`config.mk`:
```
export PLATFORM = sky130hd
export DESIGN_NAME = test1_bus_arb
export DESIGN_NICKNAME = d
export VERILOG_FILES = /design/src/rtl/test1_bus_arb.sv
export SDC_FILE = /design/constraint.sdc
export NUM_CORES = 1
export LEC_CHECK = 0
export ABC_AREA = 1
export CAP_MARGIN = 5
export CORE_MARGIN = 5
export CORE_UTILIZATION = 38
export CTS_CLUSTER_SIZE = 40
export DETAILED_ROUTE_END_ITERATION = 7
export PLACE_DENSITY = 0.79
export SYNTH_ARGS = -nofsm -noshare
export SYNTH_HDL_FRONTEND = slang
export SYNTH_SLANG_ARGS = --single-unit
```
`constraint.sdc`:
```
create_clock -name clk -period 1.5 [get_ports clk]
set_clock_uncertainty 0.05 [all_clocks]
set_input_delay 0.3 -clock clk [delete_from_list [all_inputs] [get_ports clk]]
set_output_delay 0.3 -clock clk [all_outputs]
set_load 0.02 [all_outputs]
```
`src/rtl/test1_bus_arb.sv`:
```
// test1_bus_arb: two-source (rcv, foo) round-robin arbiter onto a shared bus.
// The winner's tag/data are captured on grant and held on the bus until the
// sink accepts them (valid/ready). Registered eq/not_eq flags compare the
// captured tag with match_tag while the bus is valid.
// Optional feature macro: TEST1_BUS_ARB_TIMEOUT_EN (abort a stalled transfer
// after TIMEOUT cycles without bus_ready and pulse timeout_err).
module test1_bus_arb #(
  parameter int DW      = 17,
  parameter int TW      = 4,
  parameter int TIMEOUT = 15
) (
  input  logic          clk,
  input  logic          rst,
  input  logic          rcv_req,
  input  logic [TW-1:0] rcv_tag,
  input  logic [DW-1:0] rcv_data,
  output logic          rcv_gnt,
  input  logic          foo_req,
  input  logic [TW-1:0] foo_tag,
  input  logic [DW-1:0] foo_data,
  output logic          foo_gnt,
  input  logic [TW-1:0] match_tag,
  output logic          bus_valid,
  input  logic          bus_ready,
  output logic [DW-1:0] bus_data,
  output logic          bus_src,
  output logic          eq,
  output logic          not_eq,
  output logic          timeout_err
);

  typedef enum logic {IDLE = 1'b0, BUSY = 1'b1} state_t;

  // Reject out-of-range timeout limits at elaboration.
  if (TIMEOUT < 1 || TIMEOUT > 255) begin : g_timeout_range
    $error("test1_bus_arb: TIMEOUT must be in 1..255");
  end

  state_t        state_q, state_d;
  logic          pri_q, pri_d;          // 0 favours rcv, 1 favours foo
  logic          src_q, src_d;
  logic [TW-1:0] tag_q, tag_d;
  logic [DW-1:0] data_q, data_d;
  logic          rcv_gnt_q, rcv_gnt_d;
  logic          foo_gnt_q, foo_gnt_d;
  logic          eq_q, eq_d;
  logic          not_eq_q, not_eq_d;
  logic          pick_foo;
  logic [TW-1:0] win_tag;
  logic          leave_busy;
`ifdef TEST1_BUS_ARB_TIMEOUT_EN
  logic [7:0]    cnt_q, cnt_d;
  logic          timeout_err_q, timeout_err_d;
`endif

  // Next-state: arbitration and capture in IDLE, handshake/abort in BUSY.
  always_comb begin
    state_d    = state_q;
    pri_d      = pri_q;
    src_d      = src_q;
    tag_d      = tag_q;
    data_d     = data_q;
    rcv_gnt_d  = 1'b0;
    foo_gnt_d  = 1'b0;
    eq_d       = 1'b0;
    not_eq_d   = 1'b0;
    pick_foo   = 1'b0;
    win_tag    = rcv_tag;
    leave_busy = 1'b0;
`ifdef TEST1_BUS_ARB_TIMEOUT_EN
    cnt_d         = cnt_q;
    timeout_err_d = 1'b0;
`endif
    case (state_q)
      IDLE: begin
        if (rcv_req || foo_req) begin
          // foo wins when it is alone, or when both ask and pri favours foo.
          pick_foo  = foo_req && (!rcv_req || pri_q);
          win_tag   = pick_foo ? foo_tag : rcv_tag;
          tag_d     = win_tag;
          data_d    = pick_foo ? foo_data : rcv_data;
          src_d     = pick_foo;
          rcv_gnt_d = !pick_foo;
          foo_gnt_d = pick_foo;
          pri_d     = !pick_foo;
          eq_d      = (win_tag == match_tag);
          not_eq_d  = (win_tag != match_tag);
          state_d   = BUSY;
`ifdef TEST1_BUS_ARB_TIMEOUT_EN
          cnt_d     = 8'd0;
`endif
        end
      end
      default: begin
        if (bus_ready) begin
          leave_busy = 1'b1;
`ifdef TEST1_BUS_ARB_TIMEOUT_EN
        end else if (cnt_q == 8'(TIMEOUT - 1)) begin
          // This is the TIMEOUT-th stalled cycle: give up on the transfer.
          leave_busy    = 1'b1;
          timeout_err_d = 1'b1;
        end else begin
          cnt_d = cnt_q + 8'd1;
`endif
        end
        if (leave_busy) begin
          state_d = IDLE;
          src_d   = 1'b0;
        end else begin
          eq_d     = (tag_q == match_tag);
          not_eq_d = (tag_q != match_tag);
        end
      end
    endcase
  end

  // State and output registers with synchronous reset.
  always_ff @(posedge clk) begin
    if (rst) begin
      state_q   <= IDLE;
      pri_q     <= 1'b0;
      src_q     <= 1'b0;
      tag_q     <= '0;
      data_q    <= '0;
      rcv_gnt_q <= 1'b0;
      foo_gnt_q <= 1'b0;
      eq_q      <= 1'b0;
      not_eq_q  <= 1'b0;
`ifdef TEST1_BUS_ARB_TIMEOUT_EN
      cnt_q         <= 8'd0;
      timeout_err_q <= 1'b0;
`endif
    end else begin
      state_q   <= state_d;
      pri_q     <= pri_d;
      src_q     <= src_d;
      tag_q     <= tag_d;
      data_q    <= data_d;
      rcv_gnt_q <= rcv_gnt_d;
      foo_gnt_q <= foo_gnt_d;
      eq_q      <= eq_d;
      not_eq_q  <= not_eq_d;
`ifdef TEST1_BUS_ARB_TIMEOUT_EN
      cnt_q         <= cnt_d;
      timeout_err_q <= timeout_err_d;
`endif
    end
  end

  assign rcv_gnt   = rcv_gnt_q;
  assign foo_gnt   = foo_gnt_q;
  assign bus_valid = (state_q == BUSY);
  assign bus_data  = data_q;
  assign bus_src   = src_q;
  assign eq        = eq_q;
  assign not_eq    = not_eq_q;
`ifdef TEST1_BUS_ARB_TIMEOUT_EN
  assign timeout_err = timeout_err_q;
`else
  assign timeout_err = 1'b0;
`endif

endmodule

```
==> impl_results.html <==
<table>
<tr><th>Metric</th><th>Value</th></tr>
<tr><th colspan="2">Setup path</th></tr>
<tr><td>Crit Reg-Reg Startpoint</td><td>bus_valid</td></tr>
<tr><td>Buf/Inv on CP</td><td>1</td></tr>
<tr><td>Arrival time reported for the critical path endpoint</td><td>1070 ps</td></tr>
<tr><td>Critical path origin</td><td>bus_data[1]</td></tr>
<tr><td>Depth of the worst register-to-register path</td><td>6</td></tr>
<tr><td>CP startpoint kind</td><td>flop</td></tr>
<tr><td>Delay contributed by the slowest stage of the critical path</td><td>380 ps</td></tr>
<tr><td>Endpoint of the most critical register-to-register path</td><td>eq</td></tr>
<tr><td>Critical path's top delay family</td><td>flip-flops</td></tr>
<tr><td>Chain of cells forming the critical path</td><td>dlygate4sd2_1</td></tr>
<tr><td>Max Fanout on Critical Path</td><td>2</td></tr>
<tr><td>Critical path's slowest cell</td><td>sky130_fd_sc_hd__dfxtp_1</td></tr>
<tr><td>Critical Setup Path Class</td><td>reg2out</td></tr>
<tr><td>Crit path depth</td><td>1</td></tr>
<tr><td>Nature of the critical path endpoint</td><td>primary output</td></tr>
<tr><td>Critical path required time</td><td>1150 ps</td></tr>
<tr><td>Worst setup path endpoint</td><td>bus_data[1]</td></tr>
<tr><td>Slack of the worst reg-to-reg path</td><td>180 ps</td></tr>
<tr><th colspan="2">Power and ir drop</th></tr>
<tr><td>P_leak</td><td>1.131 nW</td></tr>
<tr><td>Worst vdd rail ir drop</td><td>0.5047 mV</td></tr>
<tr><td>Power per Cell Area</td><td>847.7 nW/um^2</td></tr>
<tr><th colspan="2">Yosys</th></tr>
<tr><td>Post-synthesis cell type with the largest combined area</td><td>sky130_fd_sc_hd__dfxtp_1</td></tr>
<tr><td>Largest cells by area after synthesis</td><td>sky130_fd_sc_hd__dfxtp_1 (41%), sky130_fd_sc_hd__nand3_1 (17%), sky130_fd_sc_hd__nand2_1 (15%), sky130_fd_sc_hd__inv_1 (5.7%), sky130_fd_sc_hd__buf_4 (2.7%)</td></tr>
<tr><td>Number of enable-type register cells in the synthesized netlist</td><td>0</td></tr>
<tr><td>Synth Warn #</td><td>0</td></tr>
<tr><td>Synth Instances</td><td>a little under 200</td></tr>
<tr><td>Fraction of synthesized cell area taken by the top area cell type</td><td>between 40% and 50%</td></tr>
<tr><td>Netlist Area Pre-Place</td><td>1379 um^2</td></tr>
<tr><td>Most common library cells after synthesis</td><td>sky130_fd_sc_hd__nand2_1 (55), sky130_fd_sc_hd__nand3_1 (46), sky130_fd_sc_hd__dfxtp_1 (28), sky130_fd_sc_hd__inv_1 (21), sky130_fd_sc_hd__buf_4 (5)</td></tr>
<tr><td>#FFs+latches synth</td><td>28</td></tr>
<tr><td>Most used standard cell by instance count after synthesis</td><td>sky130_fd_sc_hd__nand2_1</td></tr>
<tr><td>Async set-or-reset flop fraction in the synthesized netlist</td><td>0%</td></tr>
<tr><td>Predominant post-synthesis flop cell</td><td>sky130_fd_sc_hd__dfxtp_1</td></tr>
<tr><td>Share of synthesized area occupied by flip-flops and latches</td><td>between 40 and 50%</td></tr>
<tr><td>Mapped Nets</td><td>roughly 240</td></tr>
<tr><td>Number of distinct library cell variants in the gate-level netlist after synthesis</td><td>26</td></tr>
<tr><td>Average footprint of a synthesized cell</td><td>7.144 um^2</td></tr>
<tr><th colspan="2">GRT</th></tr>
<tr><td>Wire length of the first global-routing pass</td><td>roughly 6800 um</td></tr>
<tr><td>Overall global routing resource usage</td><td>around 17%</td></tr>
<tr><td>Via count of the first global-routing pass</td><td>1,512</td></tr>
<tr><td>Overflow left after global routing</td><td>0</td></tr>
<tr><td>Maximum number of pins on one net before global-route repair</td><td>17</td></tr>
<tr><td>Initial antenna violation count</td><td>0</td></tr>
<tr><th colspan="2">Clock network</th></tr>
<tr><td>Buffer cell driving the clock tree root</td><td>sky130_fd_sc_hd__clkbuf_4</td></tr>
<tr><td>CTS H-Tree Depth</td><td>1</td></tr>
<tr><td>Maximum buffer depth of the clock tree</td><td>2</td></tr>
<tr><td>Clock network latency to the later pin of the worst-skew pair</td><td>330 ps</td></tr>
<tr><td>CTS clock-pin slew for the worst setup and hold paths</td><td>160 ps</td></tr>
<tr><td>Number of sinks on the clock net</td><td>28</td></tr>
<tr><td>TritonCTS clock tree</td><td>built</td></tr>
<tr><td>Hold_buf cts</td><td>0</td></tr>
<tr><td>Total CTS buffers</td><td>3</td></tr>
<tr><th colspan="2">Die</th></tr>
<tr><td>Std-Cell Core Area</td><td>3416 um^2</td></tr>
<tr><td>Area of the die</td><td>between 4000 and 5000 um^2</td></tr>
<tr><td>Die Height</td><td>between 70 and 80 um</td></tr>
<tr><td>Number of rows in the core area</td><td>21</td></tr>
<tr><td>Initial cell density of the core</td><td>between 40% and 50%</td></tr>
<tr><td># IOs</td><td>75</td></tr>
<tr><td>Die X</td><td>70.24 um</td></tr>
<tr><th colspan="2">Final layout</th></tr>
<tr><td>Post-route standard cell area excluding fillers</td><td>2311 um^2</td></tr>
<tr><td>Post-layout utilization of the core</td><td>67.66%</td></tr>
<tr><td>Fraction of layout instances using a drive strength above 1</td><td>12.50%</td></tr>
<tr><td>Nets</td><td>around 330</td></tr>
<tr><td>Non-filler instance count after layout</td><td>326</td></tr>
<tr><td>Antenna cells</td><td>0</td></tr>
<tr><td>Layout-stage area growth over the synthesis result</td><td>67.60%</td></tr>
<tr><th colspan="2">Place</th></tr>
<tr><td>Cell area reported after detailed placement</td><td>2285 um^2</td></tr>
<tr><td>Number of instances in the placed design</td><td>322</td></tr>
<tr><td>GPL Wtd Cong</td><td>0.7861</td></tr>
<tr><td>Total half-perimeter wirelength after legalization and detailed placement</td><td>between 3000 and 4000 um</td></tr>
<tr><td>Number of buffers added on ports</td><td>73</td></tr>
<tr><th colspan="2">Routing</th></tr>
<tr><td>Detailed route wirelength on metal2</td><td>a little over 2000 um</td></tr>
<tr><td>Routed wire length on met3</td><td>300 um</td></tr>
<tr><td>Final routed wire length divided by cell count</td><td>approximately 13 um</td></tr>
<tr><td>Remaining antenna violation count</td><td>0</td></tr>
<tr><td>Wire length on met1</td><td>1670 um</td></tr>
<tr><td>Topmost layer with routed signal wires</td><td>met4</td></tr>
<tr><td>WL final</td><td>4080 um</td></tr>
<tr><td>DRC violations left</td><td>0</td></tr>
<tr><td>Total via count after detailed routing</td><td>1,541</td></tr>
<tr><td>Count of routing violations after the opening detailed-route iteration</td><td>81</td></tr>
<tr><td>Pre-antenna DRT Iters</td><td>4</td></tr>
<tr><td>Routed via count divided by cell count</td><td>approximately 4.7</td></tr>
<tr><th colspan="2">Timing</th></tr>
<tr><td>Max-slew violations</td><td>0</td></tr>
<tr><td>Endpoints failing setup</td><td>0</td></tr>
<tr><td>Final critical-path share of the clock period</td><td>94.52%</td></tr>
<tr><td>Post-route minimum period</td><td>1418 ps</td></tr>
<tr><td>Final-layout setup total negative slack</td><td>0 ps</td></tr>
<tr><td>Peak clock frequency supported by timing</td><td>0.7053 GHz</td></tr>
<tr><td>Worst hold slack after final layout</td><td>447.1 ps</td></tr>
<tr><td>Unrepaired setup endpoints after global routing</td><td>false</td></tr>
<tr><td>Final Hold Violating Endpoints</td><td>0</td></tr>
<tr><th colspan="2">Worst hold path</th></tr>
<tr><td>Worst hold path class</td><td>reg2reg</td></tr>
<tr><th colspan="2">Run status</th></tr>
<tr><td>Outcome</td><td>completed</td></tr>
<tr><th colspan="2">Run</th></tr>
<tr><td>Number of max-cap violations</td><td>0</td></tr>
</table>
-- placed cells by master, fill, tap and decap left out, drive strengths merged, types with 4 or more instances in the layout --
master,Yosys,routed
buf,8,19
clkdlybuf4s50,0,49
nor2,8,8
inv,22,22
xnor2,4,4
nand2,59,59
dfxtp,28,28
dlygate4sd2,0,23
nand3,46,46
-- worst min-delay path by stage --
stage                             from  depth (start not counted)           end
final                      bus_data[0]                          2   bus_data[0]
after global routing      rcv_data[14]                          3  bus_data[14]
after detailed placement   bus_data[0]                          2   bus_data[0]
after CTS                 rcv_data[10]                          3  bus_data[10]
after global placement     bus_data[9]                          2   bus_data[9]
after floorplan              bus_ready                          1       bus_src
-- through the flow --
step,worst slack [ps],power [mW]
final,82.18,1.959
after floorplan,228.2,1.167
after global routing,4.743,2.058
after detailed placement,-295.9,1.519
after global placement,-256.2,1.509
after CTS,42.76,1.975
-- area by class of cell --
cell class | count | area, um^2
timing repair buffer | 92 | 884.6
inverter | 23 | 86.33
fill | 311 | 1105
clock buffer | 3 | 22.52
multi-input combinational | 133 | 669.4
tap | 46 | 57.56
sequential | 28 | 560.5
clock inverter | 1 | 30.03
-- logic make-up (layout without fill, tap and decap cells) --
family | Yosys count | count (layout) | synth area share, %
DFF | 28 | 28 | 40.65
and+or+nand+nor | 115 | 115 | 39.56
other | 1 | 1 | 0.2720
xor gates and xnor gates | 4 | 4 | 2.541
buffers and inverters | 32 | 119 | 10.80
AOI/OAI and AO/OA | 13 | 13 | 6.170
-- power by group --
group          total [mW]  leakage [nW]  internal (mW)  switching (mW)
Sequential          0.850         0.232          0.816          0.0336
Combinational       0.606         0.871          0.306           0.300
Clock               0.503        0.0279          0.270           0.233
Total                1.96          1.13           1.39           0.566
-- timing repair --
action	CTS	global route
setup buffers	0	0
cloned	0	0
pin swaps	0	1
resized for setup	23	1
endpoints found under the setup margin	23	2
-- registers in the layout (all words and copies together) (netlist names) --
register / flops
bus_data: 17
bus_src: 1
bus_valid: 1
eq: 1
foo_gnt: 1
not_eq: 1
pri_q: 1
rcv_gnt: 1
tag_q: 4
-- per-layer routing --
layer	GRT usage [%]	vias to the layer above
li1	-	791
met1	19.47	697
met2	29.73	49
met3	3.874	4
met4	5.106	0
met5	0	-
(Power assumes the default switching activity.)
